<file path="config.mk">
export PLATFORM = sky130hd
export DESIGN_NAME = mem_arbiter
export DESIGN_NICKNAME = d
export VERILOG_FILES = /design/src/rtl/mem_arbiter.sv
export SDC_FILE = /design/constraint.sdc
export NUM_CORES = 1
export LEC_CHECK = 0
export CAP_MARGIN = 20
export CORE_AREA = 2 2 89 91
export CTS_CLUSTER_DIAMETER = 150
export DETAILED_ROUTE_END_ITERATION = 10
export DIE_AREA = 0 0 91 93
export PLACE_DENSITY = 0.73
export SLEW_MARGIN = 20
export SYNTH_ARGS = -nofsm -noshare
export SYNTH_HDL_FRONTEND = slang
export SYNTH_SLANG_ARGS = --single-unit
</file>
<file path="constraint.sdc">
create_clock -name clk -period 2.3 [get_ports clk]
set_clock_uncertainty 0.15 [all_clocks]
set_input_delay 0.46 -clock clk [delete_from_list [all_inputs] [get_ports clk]]
set_output_delay 0.46 -clock clk [all_outputs]
set_load 0.005 [all_outputs]
</file>
<file path="src/rtl/mem_arbiter.sv">
// Purpose: share one single-port synchronous RAM between the CPU core (m0) and the UART loader (m1).
// Latency: the grant is combinational in the request cycle, and read data returns one cycle after the grant.
// Backpressure: a master holds req/we/addr/wdata until it sees its gnt; m1 bursts yield one slot after MAX_BURST.
module mem_arbiter #(
   parameter int ADDR_W    = 8,
   parameter int DATA_W    = 32,
   parameter int MAX_BURST = 4
) (
   input  logic              clk,
   input  logic              rst_n,
   // master 0: CPU core
   input  logic              m0_req,
   input  logic              m0_we,
   input  logic [ADDR_W-1:0] m0_addr,
   input  logic [DATA_W-1:0] m0_wdata,
   output logic              m0_gnt,
   output logic              m0_rvalid,
   output logic [DATA_W-1:0] m0_rdata,
   // master 1: UART program loader
   input  logic              m1_req,
   input  logic              m1_we,
   input  logic [ADDR_W-1:0] m1_addr,
   input  logic [DATA_W-1:0] m1_wdata,
   input  logic              m1_lock,
   output logic              m1_gnt,
   output logic              m1_rvalid,
   output logic [DATA_W-1:0] m1_rdata,
   // RAM side
   output logic [ADDR_W-1:0] ram_addr,
   output logic [DATA_W-1:0] ram_data,
   output logic              ram_wren,
   input  logic [DATA_W-1:0] ram_q
);

   localparam int CNT_W = $clog2(MAX_BURST + 1);
   localparam logic [CNT_W-1:0] BURST_MAX = CNT_W'(MAX_BURST);

   // Index of the master granted most recently (1 = m1). It resets to 1 so m0 wins the first contention.
   logic             last;
   // Count of consecutive locked m1 grants. It saturates so the yield happens only when m0 actually asks.
   logic [CNT_W-1:0] burst_cnt;
   logic             sel0;
   logic             sel1;
   logic             burst_ok;

   assign burst_ok = m1_lock && last && (burst_cnt < BURST_MAX);

   // Grant selection: a lone requester wins; on contention an open m1 burst keeps the slot, else round-robin.
   always_comb begin
      sel0 = 1'b0;
      sel1 = 1'b0;
      if (m0_req && !m1_req) begin
         sel0 = 1'b1;
      end else if (m1_req && !m0_req) begin
         sel1 = 1'b1;
      end else if (m0_req && m1_req) begin
         if (burst_ok) begin
            sel1 = 1'b1;
         end else if (last) begin
            sel0 = 1'b1;
         end else begin
            sel1 = 1'b1;
         end
      end
   end

   // Reset gates the grants directly, so no access (in particular no write) can leak out while held in reset.
   assign m0_gnt = sel0 & rst_n;
   assign m1_gnt = sel1 & rst_n;

   // RAM port mux. With no grant, the address and data idle on the m0 values and the write enable stays low.
   always_comb begin
      ram_addr = m0_addr;
      ram_data = m0_wdata;
      if (m1_gnt) begin
         ram_addr = m1_addr;
         ram_data = m1_wdata;
      end
   end

   assign ram_wren = (m0_gnt & m0_we) | (m1_gnt & m1_we);

   // The RAM registers its output, so read data is simply ram_q in the cycle after the grant.
   assign m0_rdata = ram_q;
   assign m1_rdata = ram_q;

   // Arbitration history: remember the winner, and count locked m1 grants (any other grant restarts the count).
   always_ff @(posedge clk or negedge rst_n) begin
      if (!rst_n) begin
         last      <= 1'b1;
         burst_cnt <= '0;
      end else if (m0_gnt) begin
         last      <= 1'b0;
         burst_cnt <= '0;
      end else if (m1_gnt) begin
         last <= 1'b1;
         if (!m1_lock) begin
            burst_cnt <= '0;
         end else if (burst_cnt != BURST_MAX) begin
            burst_cnt <= burst_cnt + 1'b1;
         end
      end
   end

   // Read-return flags: high exactly one cycle after a read grant. Writes complete at the grant edge silently.
   always_ff @(posedge clk or negedge rst_n) begin
      if (!rst_n) begin
         m0_rvalid <= 1'b0;
         m1_rvalid <= 1'b0;
      end else begin
         m0_rvalid <= m0_gnt & ~m0_we;
         m1_rvalid <= m1_gnt & ~m1_we;
      end
   end

endmodule

</file>
==> results.json <==
{
  "ir_drop_mv": 0.156,
  "area_delta_synth_final_pct": 91.9,
  "drive_gt1_frac": 0.517,
  "overflow": 0,
  "multi_input_area_um2": 776,
  "synth_fp_nets": 266,
  "dpl_cell_area_mm2": 0.00247,
  "cap_violations": 0,
  "slew_violations": 0,
  "final_common_cell": "clkdlybuf4s50_1",
  "numClockSinks": 6,
  "synth_area_leaders": "mux2_4, buf_4, dfrtp_1, buf_12, mux2_2",
  "ys.warnings.count": 0,
  "fin_nets": 364,
  "clockBufferDepth": 2,
  "fin_crit_sh": 1.06,
  "worst_pin_slew_ns": 0.392,
  "setup_ws_ns": -0.140,
  "crit_required_ns": 1.69,
  "synthXorXnorAreaFrac": 0,
  "grt_pass1_vias": 1425,
  "synth-simple-area-share": 0.0402,
  "crit_family": "buffers and inverters",
  "syn_area_per_cell_um2": 10.3,
  "critPathLaunchType": "flop",
  "hold_slack_ns": 0.0544,
  "start_util": 0.198,
  "critPathArrivalTime_ns": 1.83,
  "diodes": 0,
  "rrSetupSlack_ns": 0.75,
  "seq_area_frac_synth": 0.101,
  "gp_congestion": 0.601,
  "synthMuxAreaShare": 0.394,
  "antenna_found_initial": 0,
  "stdcell_area_mm2": 0.00287,
  "wl_per_cell_um": 15.3,
  "power_w": 0.000916,
  "cp_max_fo": 5,
  "fin_crit_ns": 2.44,
  "synth_top_area_share": 0.372,
  "grt_setup_unrepaired": "yes",
  "cts_max_level": 1,
  "postSynthCellCount": 145,
  "synth_area_mm2": 0.00149,
  "cts_tree": "done",
  "mostFrequentLayoutCells": "clkdlybuf4s50_1, buf_6, mux2_4, buf_4",
  "core_mm2": 0.00753,
  "endpoint_kind": "primary output",
  "grtUsageTotal": 0.119,
  "regToRegStartpoint": "last",
  "min_path_type": "in -> async",
  "routed_via_density": 3.92,
  "fillers": 748,
  "final-seq-area_um2": 151,
  "die_h_um": 93,
  "cp_common_cell": "buf_12",
  "hold_viol": 0,
  "io_buffers": 131,
  "r2r-end": "m0_rvalid",
  "r2r_cells": 6,
  "die_w_um": 91,
  "drc": 0,
  "p_per_area_mw_per_mm2": 320,
  "dp_hpwl_mm": 3.85,
  "dieArea_mm2": 0.00846,
  "grt_start_max_net_pins": 8,
  "post_synth_fa_ha_maj_area_fraction": 0.0168,
  "fmax_mhz": 410,
  "cts_made_buffers": 3,
  "wirelength_mm": 5.28,
  "ys_types": 26,
  "yosysTopAreaCell": "mux2_4",
  "status": "finished with violations",
  "crit_start": "burst_cnt[2]",
  "max_slew_margin": 0.736,
  "dr.pass1.iters": 2,
  "ys_ff_latch": 6,
  "clkTransAtPathRegs_ns": 0.04,
  "synth_compound_area_frac": 0.0553,
  "clk_latency_ns": 0.23,
  "grt_pass1_wl_mm": 7.87,
  "setup_viol": 40,
  "p_leak_nw": 1.36,
  "cpMaxStageDelayCell": "dfrtp_1",
  "crit_path_cell_trace": "nand2b_4 > a31o_4 > buf_12 > buf_12 > buf_12 > mux2_4 > buf_6",
  "synth_top_family_by_area": "multiplexers",
  "max_stage_delay_ns": 0.39,
  "violations": "setup timing",
  "path_buf_inv": 4,
  "io_pins": 228,
  "rows": 32,
  "ant_nets": 0,
  "drt_iter0_drc": 7,
  "crit_type": "reg -> out",
  "vias": 1347,
  "ctsHoldBuffers": 0,
  "root_buffer": "clkbuf_8"
}
## layer usage
metal  share of wire  track usage  up-vias
met5               0            0        -
met4          0.0093       0.0303        0
met3            0.12       0.0500        7
met2            0.49        0.204      104
met1            0.39        0.136      612
li1                -            -      624
## how the worst max path moves through the flow
stage / end / cells after the start
2_1_floorplan: ram_addr[0] / 5
5_1_grt: ram_data[4] / 7
6_report: ram_data[6] / 7
4_1_cts: ram_data[4] / 7
3_5_place_dp: ram_data[30] / 6
3_3_place_gp: ram_data[30] / 6
## cell type report
cell class / instances / area share
Multi-Input combinational cell: 65 / 0.271
Timing Repair Buffer: 162 / 0.610
Tap cell: 102 / 0.0445
Clock buffer: 4 / 0.0157
Sequential cell: 6 / 0.0528
Inverter: 5 / 0.00655
## cell usage after synthesis
library cell / instances
buf_4: 64
mux2_4: 37
dfrtp_1: 5
inv_1: 5
buf_12: 3
mux2_2: 3
nand2_1: 3
o22ai_1: 3
ha_1: 2
nand3_1: 2
nor2b_1: 2
o21ai_0: 2
a211oi_1: 1
a21boi_0: 1
a21oi_1: 1
a22o_1: 1
a311oi_1: 1
a31o_1: 1
and3_1: 1
and4b_1: 1
buf_6: 1
buf_8: 1
dfstp_2: 1
nand2b_1: 1
nor2_1: 1
o21a_1: 1
## per-stage QoR
step | TNS [ns] | util | worst slack [ns] | cells
4_1_cts | -3.25 | 0.385 | -0.137 | 345
2_1_floorplan | 0 | - | 0.355 | 145
3_5_place_dp | -27.46 | 0.329 | -0.674 | 320
3_3_place_gp | -27.32 | 0.329 | -0.681 | 320
6_report | -3.03 | 0.381 | -0.140 | 344
5_1_grt | -4.60 | 0.381 | -0.184 | 344
## report_power, final
part	switching, W	internal, W	total (W)
clock	0.0000532	0.000120	0.000173
sequential	0.00000817	0.000122	0.000131
combinational	0.000176	0.000436	0.000612
total	0.000238	0.000678	0.000916
## registers in the layout (all words and copies together), names as in the netlist
signal     flops
burst_cnt      3
last           1
m0_rvalid      1
m1_rvalid      1
## cells by family (layout without fill, tap and decap cells)
logic type,count (synthesis),after routing
buffers and inverters,74,171
muxes,40,40
AOI/OAI and AO/OA,12,12
and+or+nand+nor,11,11
DFF,6,6
adders and majority gates,2,2
## repair_timing
item / 4_1_cts / 5_1_grt
setup endpoints to repair: 43 / 43
setup buffers: 16 / 0
pin swaps: 3 / 1
cloned: 5 / 0
gates resized for setup: 234 / 5
Power figures use the tool's default switching activity.
